<file path="src/rtl/vga_addr_gen.sv">
// VGA beam-to-framebuffer address generator: a 3-stage pipeline for scaling, rotation, clamping,
// window test and linear RAM address. It also latches the rotation mode at each frame start and counts frames.
module vga_addr_gen #(
    parameter int H_ACTIVE    = 640,
    parameter int V_ACTIVE    = 480,
    parameter int SCALE_SHIFT = 1,
    parameter int XMAX        = 240,
    parameter int YMAX        = 320,
    parameter int YOFFSET     = 24,
    parameter int WIN_H       = 264,
    parameter int ADDR_W      = 16
) (
    input  logic              clk,
    input  logic              rst,
    input  logic              pix_en,
    input  logic [9:0]        hc,
    input  logic [9:0]        vc,
    input  logic [1:0]        mode,
    output logic [9:0]        xpos,
    output logic [9:0]        ypos,
    output logic              in_win,
    output logic              active,
    output logic [ADDR_W-1:0] address,
    output logic              frame_start,
    output logic [7:0]        frame_cnt
);

    localparam int P_W = (ADDR_W > 20) ? ADDR_W : 20;

    localparam logic [ADDR_W-1:0] ADDR_MAX = '1;
    localparam logic [9:0]        H_ACT_C  = 10'(H_ACTIVE);
    localparam logic [9:0]        V_ACT_C  = 10'(V_ACTIVE);
    localparam logic signed [11:0] XM1_C   = 12'(XMAX - 1);
    localparam logic signed [11:0] YM1_C   = 12'(YMAX - 1);
    localparam logic [9:0]        YOFF_C   = 10'(YOFFSET);
    localparam logic [9:0]        YEND_C   = 10'(YOFFSET + WIN_H);
    localparam logic [P_W-1:0]    WIN_H_C  = P_W'(WIN_H);

    typedef enum logic [1:0] {ROT_0, ROT_90, ROT_180, ROT_270} rot_e;

    logic w_origin;
    rot_e w_mode_eff;
    rot_e r_mode;

    // The origin pixel takes the new mode itself, so a change at hc=0,vc=0 applies to that same pixel.
    assign w_origin   = (hc == 10'd0) && (vc == 10'd0);
    assign w_mode_eff = w_origin ? rot_e'(mode) : r_mode;

    // ---------------- stage 1: scale and activity ----------------
    logic [9:0] r1_sx, r1_sy;
    logic       r1_act, r1_fs;
    rot_e       r1_mode;

    always_ff @(posedge clk or negedge rst) begin
        if (!rst) begin
            r_mode  <= ROT_90;
            r1_sx   <= '0;
            r1_sy   <= '0;
            r1_act  <= 1'b0;
            r1_fs   <= 1'b0;
            r1_mode <= ROT_90;
        end else if (pix_en) begin
            // NOTE: non-blocking assignments keep every stage reading the previous-cycle value of its neighbour.
            r1_sx   <= hc >> SCALE_SHIFT;
            r1_sy   <= vc >> SCALE_SHIFT;
            r1_act  <= (hc < H_ACT_C) && (vc < V_ACT_C);
            r1_fs   <= w_origin;
            r1_mode <= w_mode_eff;
            if (w_origin) r_mode <= rot_e'(mode);
        end
    end

    // ---------------- stage 2: rotate, clamp, window, multiply ----------------
    logic signed [11:0] w_xm, w_ym;
    logic [9:0]         w_x, w_y;
    logic               w_clip, w_win;

    always_comb begin
        // NOTE: defaulting every output first keeps the case from inferring latches.
        w_xm = '0;
        w_ym = '0;
        case (r1_mode)
            ROT_0: begin
                w_xm = $signed({2'b00, r1_sx});
                w_ym = $signed({2'b00, r1_sy});
            end
            ROT_90: begin
                w_xm = XM1_C - $signed({2'b00, r1_sy});
                w_ym = $signed({2'b00, r1_sx});
            end
            ROT_180: begin
                w_xm = XM1_C - $signed({2'b00, r1_sx});
                w_ym = YM1_C - $signed({2'b00, r1_sy});
            end
            ROT_270: begin
                w_xm = $signed({2'b00, r1_sy});
                w_ym = YM1_C - $signed({2'b00, r1_sx});
            end
            default: ;
        endcase
    end

    always_comb begin
        w_x    = w_xm[9:0];
        w_y    = w_ym[9:0];
        w_clip = 1'b0;
        if (w_xm < 12'sd0) begin
            w_x    = '0;
            w_clip = 1'b1;
        end else if (w_xm > XM1_C) begin
            w_x    = XM1_C[9:0];
            w_clip = 1'b1;
        end
        if (w_ym < 12'sd0) begin
            w_y    = '0;
            w_clip = 1'b1;
        end else if (w_ym > YM1_C) begin
            w_y    = YM1_C[9:0];
            w_clip = 1'b1;
        end
        if (!r1_act) begin
            w_x = '0;
            w_y = '0;
        end
        w_win = r1_act && !w_clip && (w_y >= YOFF_C) && (w_y < YEND_C);
    end

    logic [9:0]     r2_x, r2_y;
    logic           r2_win, r2_act, r2_fs;
    logic [P_W-1:0] r2_p;

    always_ff @(posedge clk or negedge rst) begin
        if (!rst) begin
            r2_x   <= '0;
            r2_y   <= '0;
            r2_win <= 1'b0;
            r2_act <= 1'b0;
            r2_fs  <= 1'b0;
            r2_p   <= '0;
        end else if (pix_en) begin
            r2_x   <= w_x;
            r2_y   <= w_y;
            r2_win <= w_win;
            r2_act <= r1_act;
            r2_fs  <= r1_fs;
            r2_p   <= P_W'(w_x) * WIN_H_C;
        end
    end

    // ---------------- stage 3: address and frame bookkeeping ----------------
    logic [9:0]        r_xpos, r_ypos;
    logic              r_in_win, r_active, r_frame_start;
    logic [ADDR_W-1:0] r_address;
    logic [7:0]        r_frame_cnt;

    always_ff @(posedge clk or negedge rst) begin
        if (!rst) begin
            r_xpos        <= '0;
            r_ypos        <= '0;
            r_in_win      <= 1'b0;
            r_active      <= 1'b0;
            r_frame_start <= 1'b0;
            r_address     <= ADDR_MAX;
            r_frame_cnt   <= '0;
        end else if (pix_en) begin
            r_xpos        <= r2_x;
            r_ypos        <= r2_y;
            r_in_win      <= r2_win;
            r_active      <= r2_act;
            r_frame_start <= r2_fs;
            r_address     <= r2_win ? ADDR_W'(r2_p + P_W'(r2_y - YOFF_C)) : ADDR_MAX;
            if (r2_fs) r_frame_cnt <= r_frame_cnt + 8'd1;
        end
    end

    assign xpos        = r_xpos;
    assign ypos        = r_ypos;
    assign in_win      = r_in_win;
    assign active      = r_active;
    assign address     = r_address;
    assign frame_start = r_frame_start;
    assign frame_cnt   = r_frame_cnt;

endmodule

</file>
<file path="config.mk">
export PLATFORM = sky130hd
export DESIGN_NAME = vga_addr_gen
export DESIGN_NICKNAME = d
export VERILOG_FILES = /design/src/rtl/vga_addr_gen.sv
export SDC_FILE = /design/constraint.sdc
export NUM_CORES = 1
export LEC_CHECK = 0
export CORE_MARGIN = 2
export CORE_UTILIZATION = 45
export DETAILED_ROUTE_END_ITERATION = 10
export HOLD_SLACK_MARGIN = 0.02
export PLACE_DENSITY = 0.72
export SLEW_MARGIN = 15
export SYNTH_ARGS = -nofsm -noshare
export SYNTH_HDL_FRONTEND = slang
export SYNTH_SLANG_ARGS = --single-unit
</file>
<file path="constraint.sdc">
create_clock -name clk -period 6.25 [get_ports clk]
set_input_delay 0.9375 -clock clk [delete_from_list [all_inputs] [get_ports clk]]
set_output_delay 0.9375 -clock clk [all_outputs]
set_load 0.005 [all_outputs]
</file>
==> out/qor.tcl, run 1 <==
set qor(outcome) {complete, no violations}
set qor(diodes) 0
set qor(clkSlewWorstSetupHoldPaths_ns) 0.07
set qor(initial_core_util_pct) 46.4
set qor(core_region_area_um2) 11500
set qor(dr_total_vias) 3865
set qor(worstPathMaxFanout) 24
set qor(max_clock_freq_ghz) 0.182
set qor(post_layout_nonfiller_instances) 693
set qor(top_usage_layer) {met2}
set qor(most_common_library_cell_in_the_layout_ignoring_fill_and_taps) {sky130_fd_sc_hd__dfrtp_1}
set qor(worstSetupPathType) {flip-flop to flip-flop}
set qor(clock_tree.root_cell) {sky130_fd_sc_hd__clkbuf_16}
set qor(n_fill_cell) 995
set qor(finalCritPeriodShare_pct) 87.9
set qor(cts_post_setup_buffers_inserted) 0
set qor(drc) 0
set qor(tns_ns) 0
set qor(grt.met3_usage_pct) 3.67
set qor(fin_hold_ws_ns) 0.470
set qor(cts_hold_buffers) 0
set qor(num-nets-final) 599
set qor(tritoncts) {yes}
set qor(holdCritPathClass) {input pin to asynchronous set/reset pin}
set qor(rows) 39
set qor(grt_pass1_wl_um) 19000
set qor(pin_count) 72
set qor(route.antenna.remaining_nets) 0
set qor(die-area_um2) 12700
set qor(max_slew_margin_pct) 31.4
set qor(slew_violations) 0
set qor(worst_ep_arrival_time_ns) 5.78
set qor(yosysWarnings) 0
set qor(grt_use_met1_pct) 24.6
set qor(final-setup-viol-count) 0
set qor(synth_area_per_cell_um2) 11.0
set qor(tightest_slew_ns) 1.03
set qor(globalplace.congestion) 0.866
set qor(dpl.cell_count) 677
set qor(die_w_um) 113
set qor(vdd.ir_drop.worst_mv) 0.162
set qor(route.final.wire_length_um) 11300
set qor(yosys_register_bits) 96
set qor(detail_route.first_pass.iterations) 4
set qor(die_height_um) 113
set qor(grt_max_degree) 94
set qor(route.detailed.vias_per_inst) 5.58
set qor(ys_types) 57
set qor(report.final.hold_viol_count) 0
set qor(layout_cells_sized_above_1_pct) 17.3
set qor(rsz0062_at_grt) {false}
set qor(layout_common_cells) {79 x sky130_fd_sc_hd__dfrtp_1, 67 x sky130_fd_sc_hd__clkdlybuf4s50_1, 51 x sky130_fd_sc_hd__mux2_2}
set qor(grt_antenna_before_repair) 0
set qor(cts_max_path_buffers) 2
set qor(cts_htree_levels) 3
set qor(cp-endpoint) {r2_p[15]}
set qor(static-leakage-power_nw) 2.79
set qor(synth_area_um2) 5320
set qor(hpwlAfterDp_um) 7990
set qor(cp-startpoint) {r1_mode[1]}
set qor(buffer_ports.inserted) 69
set qor(regToRegEndpoint) {r2_p[15]}
set qor(grt_overflow) 0
set qor(cp.required_ns) 6.54
set qor(grt_util_all_layers_pct) 18.5
set qor(grt_pass1_vias) 3895
set qor(cts_sinks) 96
set qor(cellPowerDensity_nw_per_um2) 271
set qor(crit_end_element) {flip-flop}
set qor(ff2ff_setup_slack_ns) 0.76
set qor(reg2reg_depth) 18
set qor(synth_sequential_area_ratio_pct) 45.6
set qor(critical_path.reg2reg.startpoint) {r1_mode[1]}
set qor(post_cts.resized_instances) 0
set qor(area_growth_syn_to_layout_pct) 20.3
set qor(drt_first_iter_violations) 173
set qor(drt-wirelength-per-cell_um) 16.3
set qor(start_kind) {flip-flop}
set qor(max_cap_violations) 0
set qor(clock_insertion_delay_worst_skew_ns) 0.36
set qor(synth_edf_count) 0
set qor(fin_crit_ns) 5.49
set qor(async_reset_ff_share_pct) 100
set qor(synth_cells) 484
set qor(clock_skew_ns) 0.00844
set qor(numCtsBuffers) 9
set qor(synthFlopType) {sky130_fd_sc_hd__dfrtp_1}
set qor(met2_usage_pct) 30.3
-- final cells by class --
| cell class | instances | area (µm²) | area share [%] |
|---|---|---|---|
| clock buffers | 9 | 225 | 3.52 |
| clock inverters | 7 | 78.8 | 1.23 |
| inverters | 20 | 75.1 | 1.17 |
| multi-input cells | 347 | 2710 | 42.4 |
| flip-flops and latches | 96 | 2420 | 37.9 |
| well taps | 143 | 179 | 2.80 |
| repair buffers | 71 | 701 | 11.0 |
-- critical path, stage by stage (launching register included) --
cell,delay [ns]
sky130_fd_sc_hd__dfrtp_1,0.93
sky130_fd_sc_hd__nand2b_1,0.34
sky130_fd_sc_hd__mux2i_2,0.25
sky130_fd_sc_hd__inv_2,0.10
sky130_fd_sc_hd__ha_1,0.23
sky130_fd_sc_hd__nand4b_1,0.15
sky130_fd_sc_hd__xnor2_1,0.17
sky130_fd_sc_hd__mux2i_1,0.37
sky130_fd_sc_hd__o41a_1,0.53
sky130_fd_sc_hd__a21oi_1,0.13
sky130_fd_sc_hd__ha_1,0.33
sky130_fd_sc_hd__ha_1,0.32
sky130_fd_sc_hd__ha_1,0.30
sky130_fd_sc_hd__a21o_1,0.17
sky130_fd_sc_hd__a21oi_1,0.22
sky130_fd_sc_hd__o21bai_1,0.13
sky130_fd_sc_hd__mux2_2,0.28
sky130_fd_sc_hd__a211oi_1,0.26
sky130_fd_sc_hd__a32o_1,0.21
-- worst min-delay path by stage --
stage / startpoint / end / slack, ns / cells past startpoint
finish: rst / ypos[3] / 0.47 / 1
global route: rst / ypos[3] / 0.49 / 1
CTS: rst / ypos[3] / 0.48 / 1
detailed placement: r1_fs / r1_fs / 0.47 / 1
global placement: r2_x[7] / r2_x[7] / 0.46 / 1
floorplan: r2_x[7] / r2_x[7] / 0.45 / 1
-- cells by family after synthesis --
| group | after synthesis | synth area share (%) |
|---|---|---|
| adders and majority gates | 29 | 7.11 |
| DFF | 96 | 45.6 |
| and+or+nand+nor | 100 | 9.23 |
| buffers and inverters | 43 | 3.55 |
| AOI/OAI and AO/OA | 110 | 14.3 |
| other | 1 | 0.0706 |
| xor gates and xnor gates | 38 | 6.26 |
| muxes | 67 | 13.9 |
-- registers in the layout, indices dropped and copies added (netlist names) --
register     count
r1_sx            9
r2_fs            1
xpos             9
r2_win           1
address         16
r2_y             9
r1_fs            1
frame_cnt        8
frame_start      1
r1_mode          2
r2_p            13
r1_act           1
r1_sy            9
ypos             9
in_win           1
r2_x             4
active           1
r2_act           1
-- cells in the mapped netlist, types with 5 or more instances --
cell | number | area [µm²]
sky130_fd_sc_hd__nor2_1 | 28 | 105
sky130_fd_sc_hd__xor2_1 | 7 | 61.3
sky130_fd_sc_hd__nand2_1 | 24 | 90.1
sky130_fd_sc_hd__a21o_1 | 9 | 67.6
sky130_fd_sc_hd__nor3_1 | 10 | 50.1
sky130_fd_sc_hd__dfstp_2 | 17 | 447
sky130_fd_sc_hd__nand2b_1 | 8 | 50.1
sky130_fd_sc_hd__a31oi_1 | 11 | 68.8
sky130_fd_sc_hd__mux2_2 | 51 | 574
sky130_fd_sc_hd__mux2i_1 | 14 | 140
sky130_fd_sc_hd__dfrtp_1 | 79 | 1980
sky130_fd_sc_hd__inv_1 | 18 | 67.6
sky130_fd_sc_hd__o22a_1 | 7 | 61.3
sky130_fd_sc_hd__clkbuf_1 | 13 | 48.8
sky130_fd_sc_hd__a21oi_1 | 21 | 105
sky130_fd_sc_hd__o21ai_0 | 24 | 120
sky130_fd_sc_hd__ha_1 | 27 | 338
sky130_fd_sc_hd__xnor2_1 | 31 | 272
sky130_fd_sc_hd__a32o_1 | 5 | 50.1
-- routing by layer --
layer | share of wire (%) | vias to the layer above | wire length (µm)
met5 | 0 | - | 0
met4 | 1.8 | 0 | 204
met3 | 3.9 | 18 | 442
met2 | 48 | 68 | 5360
met1 | 47 | 1901 | 5260
li1 | - | 1878 | -
-- report_power, final --
part	switching (mW)	leakage [nW]	internal, mW	total (mW)
Clock	0.253	0.151	0.315	0.568
Combinational	0.229	1.43	0.218	0.447
Sequential	0.0439	1.21	0.674	0.718
Total	0.526	2.79	1.21	1.73
-- per-stage QoR --
| stage | total power, mW | instance area (µm²) | setup slack [ns] | util, % |
|---|---|---|---|---|
| after global routing | 1.82 | 6390 | 0.332 | 55.7 |
| after floorplan | 1.03 | 5320 | 1.83 | - |
| final | 1.73 | 6390 | 0.759 | 55.7 |
| after global placement | 1.15 | 6090 | 1.10 | 53.1 |
| after detailed placement | 1.17 | 6090 | 0.801 | 53.1 |
| after CTS | 1.75 | 6390 | 0.767 | 55.7 |
Power figures use the tool's default switching activity.
==> inputs of run 2 (changes only) <==
TNS_END_PERCENT = 30   (was unset)
==> results of run 2 <==
No change in the layout: final DEF, timing and power equal those of run 1.
==> inputs of run 3 (changes only) <==
CELL_PAD_IN_SITES_DETAIL_PLACEMENT = 1   (was unset)
CELL_PAD_IN_SITES_GLOBAL_PLACEMENT = 2   (was unset)
CORE_UTILIZATION = 36   (was 45)
PLACE_DENSITY = 0.85   (was 0.72)
SKIP_LAST_GASP = 1   (was unset)
==> out/qor.tcl, run 3 (synthesized netlist as in run 1, its figures left out) <==
set qor(cp.required_ns) 6.54 ;# about the same
set qor(grt_util_all_layers_pct) 16.9 ;# was 18.5%
set qor(worstSetupPathType) {flip-flop to flip-flop} ;# unchanged
set qor(cts_hold_buffers) 0 ;# unchanged
set qor(critical_path.slowest_cell) {sky130_fd_sc_hd__o41a_1} ;# was sky130_fd_sc_hd__dfrtp_1
set qor(post_cts.resized_instances) 0 ;# unchanged
set qor(cts_sinks) 96 ;# unchanged
set qor(drt_first_iter_violations) 147 ;# was 173
set qor(clock_insertion_delay_worst_skew_ns) 0.36 ;# about the same
set qor(final_core_utilization_pct) 44.7 ;# was 55.7%
set qor(critical_path.reg2reg.startpoint) {r1_mode[0]} ;# was r1_mode[1]
set qor(globalplace.congestion) 0.775 ;# was 0.866
set qor(slew_violations) 0 ;# unchanged
set qor(die_height_um) 126 ;# was 113 µm
set qor(die-area_um2) 15800 ;# was 12700 µm²
set qor(numCtsBuffers) 9 ;# unchanged
set qor(slowest_stage_delay_cp_ns) 0.55 ;# was 0.93 ns
set qor(cts_post_setup_buffers_inserted) 0 ;# unchanged
set qor(p_clk_share_pct) 33.7 ;# was 32.8%
set qor(largest_register_ff_count) 16 ;# unchanged
set qor(grt_pass1_wl_um) 21600 ;# was 19000 µm
set qor(tightest_slew_ns) 1.01 ;# was 1.03 ns
set qor(crit_end_element) {flip-flop} ;# unchanged
set qor(die_w_um) 126 ;# was 113 µm
set qor(max_clock_freq_ghz) 0.201 ;# was 0.182 GHz
set qor(start_kind) {flip-flop} ;# unchanged
set qor(max_cap_violations) 0 ;# unchanged
set qor(net-switching-power_uw) 516 ;# was 526 µW
set qor(layout_cells_sized_above_1_pct) 17.4 ;# was 17.3%
set qor(worst_ep_arrival_time_ns) 5.27 ;# was 5.78 ns
set qor(grt_antenna_before_repair) 0 ;# unchanged
set qor(route.antenna.remaining_nets) 0 ;# unchanged
set qor(cellPowerDensity_nw_per_um2) 272 ;# was 271 nW/µm²
set qor(pin_count) 72 ;# unchanged
set qor(drc) 0 ;# unchanged
set qor(cp-startpoint) {r1_mode[0]} ;# was r1_mode[1]
set qor(path_cells) {nand2b_1 > mux2i_2 > inv_2 > ha_1 > nand4b_1 > xnor2_1 > mux2i_1 > o41a_1 > a21oi_1 > ha_1 > ha_1 > ha_1 > a21o_1 > a21oi_1 > o21bai_1 > mux2_2 > a211oi_1 > a32o_1} ;# unchanged
set qor(grt_overflow) 0 ;# unchanged
set qor(num-nets-final) 602 ;# was 599
set qor(max_slew_margin_pct) 32.8 ;# was 31.4%
set qor(holdCritPathClass) {input pin to asynchronous set/reset pin} ;# unchanged
set qor(rows) 44 ;# was 39
set qor(route.final.wire_length_um) 12300 ;# was 11300 µm
set qor(core_region_area_um2) 14500 ;# was 11500 µm²
set qor(drt-wirelength-per-cell_um) 16.7 ;# was 16.3 µm
set qor(fin_crit_ns) 4.98 ;# was 5.49 ns
set qor(report.final.hold_viol_count) 0 ;# unchanged
set qor(detail_route.first_pass.iterations) 4 ;# unchanged
set qor(crit_buf_inv) 1 ;# unchanged
set qor(dpl.cell_count) 721 ;# was 677
set qor(route.detailed.vias_per_inst) 5.26 ;# was 5.58
set qor(layout_common_cells) {79 x sky130_fd_sc_hd__dfrtp_1, 67 x sky130_fd_sc_hd__clkdlybuf4s50_1, 51 x sky130_fd_sc_hd__mux2_2} ;# unchanged
set qor(power.share.switching_pct) 29.3 ;# was 30.3%
set qor(post_layout_nonfiller_instances) 737 ;# was 693
set qor(dr_total_vias) 3880 ;# was 3865
set qor(area_growth_syn_to_layout_pct) 21.9 ;# was 20.3%
set qor(internal-power_mw) 1.24 ;# was 1.21 mW
set qor(buffer_ports.inserted) 69 ;# unchanged
set qor(vdd.ir_drop.worst_mv) 0.132 ;# was 0.162 mV
set qor(finalCritPeriodShare_pct) 79.7 ;# was 87.9%
set qor(diodes) 0 ;# unchanged
set qor(outcome) {complete, no violations} ;# unchanged
set qor(clock_skew_ns) 0.0102 ;# was 0.00844 ns
set qor(clock_tree.root_cell) {sky130_fd_sc_hd__clkbuf_16} ;# unchanged
set qor(clkSlewWorstSetupHoldPaths_ns) 0.07 ;# about the same
set qor(rsz0062_at_grt) {false} ;# unchanged
set qor(cpLargestDelayFamily) {compound AO/OA/AOI/OAI gates} ;# unchanged
set qor(grt_pass1_vias) 4159 ;# was 3895
set qor(most_common_library_cell_in_the_layout_ignoring_fill_and_taps) {sky130_fd_sc_hd__dfrtp_1} ;# unchanged
set qor(worst_path_most_repeated_cell) {sky130_fd_sc_hd__ha_1} ;# unchanged
set qor(grt_max_degree) 79 ;# was 94
set qor(final-setup-viol-count) 0 ;# unchanged
set qor(cts_max_path_buffers) 2 ;# unchanged
set qor(power.share.sequential_pct) 40.9 ;# was 41.4%
set qor(hpwlAfterDp_um) 9070 ;# was 7990 µm
set qor(comb_power_share_pct) 25.5 ;# was 25.8%
set qor(cts_htree_levels) 3 ;# unchanged
set qor(initial_core_util_pct) 36.7 ;# was 46.4%
set qor(static-leakage-power_nw) 2.80 ;# was 2.79 nW
set qor(tritoncts) {yes} ;# unchanged
set qor(tns_ns) 0 ;# unchanged
set qor(fin_hold_ws_ns) 0.438 ;# was 0.470 ns
set qor(worstPathMaxFanout) 12 ;# was 24
[run 3: worst paths after layout]
| kind | slack, ns | end | cells past startpoint |
|---|---|---|---|
| max in group asynchronous | 4.53 | r2_x[5] | 2 |
| min | 0.44 | xpos[0] | 1 |
| min reg2reg | 0.49 | frame_cnt[7] | 1 |
| max reg2reg | 1.27 | r2_p[15] | 18 |
| min in group clk | 0.49 | frame_cnt[7] | 1 |
| max | 1.27 | r2_p[15] | 18 |
[run 3: per-layer routing]
metal  GRT usage, %  vias up  share of wire (%)
met5              0        -                  0
met4           5.88        0                1.6
met3           2.61       13                2.9
met2           28.0       54                 48
met1           22.7     1943                 48
li1               -     1870                  -
[run 3: area by class of cell]
| type | count | area (µm²) |
|---|---|---|
| inverter | 20 | 75.1 |
| multi-input combinational | 347 | 2710 |
| clock inverter | 5 | 82.6 |
| tap | 184 | 230 |
| clock buffer | 11 | 233 |
| fill | 1586 | 8000 |
| timing repair buffer | 74 | 723 |
| sequential | 96 | 2420 |
[run 3: per-stage QoR]
stage | cell area [µm²] | setup slack, ns | total power, mW
after detailed placement | 6160 | 1.29 | 1.18
after floorplan | 5320 | 1.83 | 1.03
after CTS | 6480 | 1.25 | 1.79
final | 6480 | 1.27 | 1.76
after global routing | 6480 | 0.886 | 1.88
after global placement | 6160 | 1.51 | 1.17
[run 3: power groups by stage]
stage               combinational [mW]  clock, mW  sequential (mW)
finish                           0.448      0.593            0.719
global route                     0.509      0.639            0.728
CTS                              0.456      0.611            0.720
detailed placement               0.452          0            0.731
global placement                 0.438          0            0.729
floorplan                        0.314          0            0.716
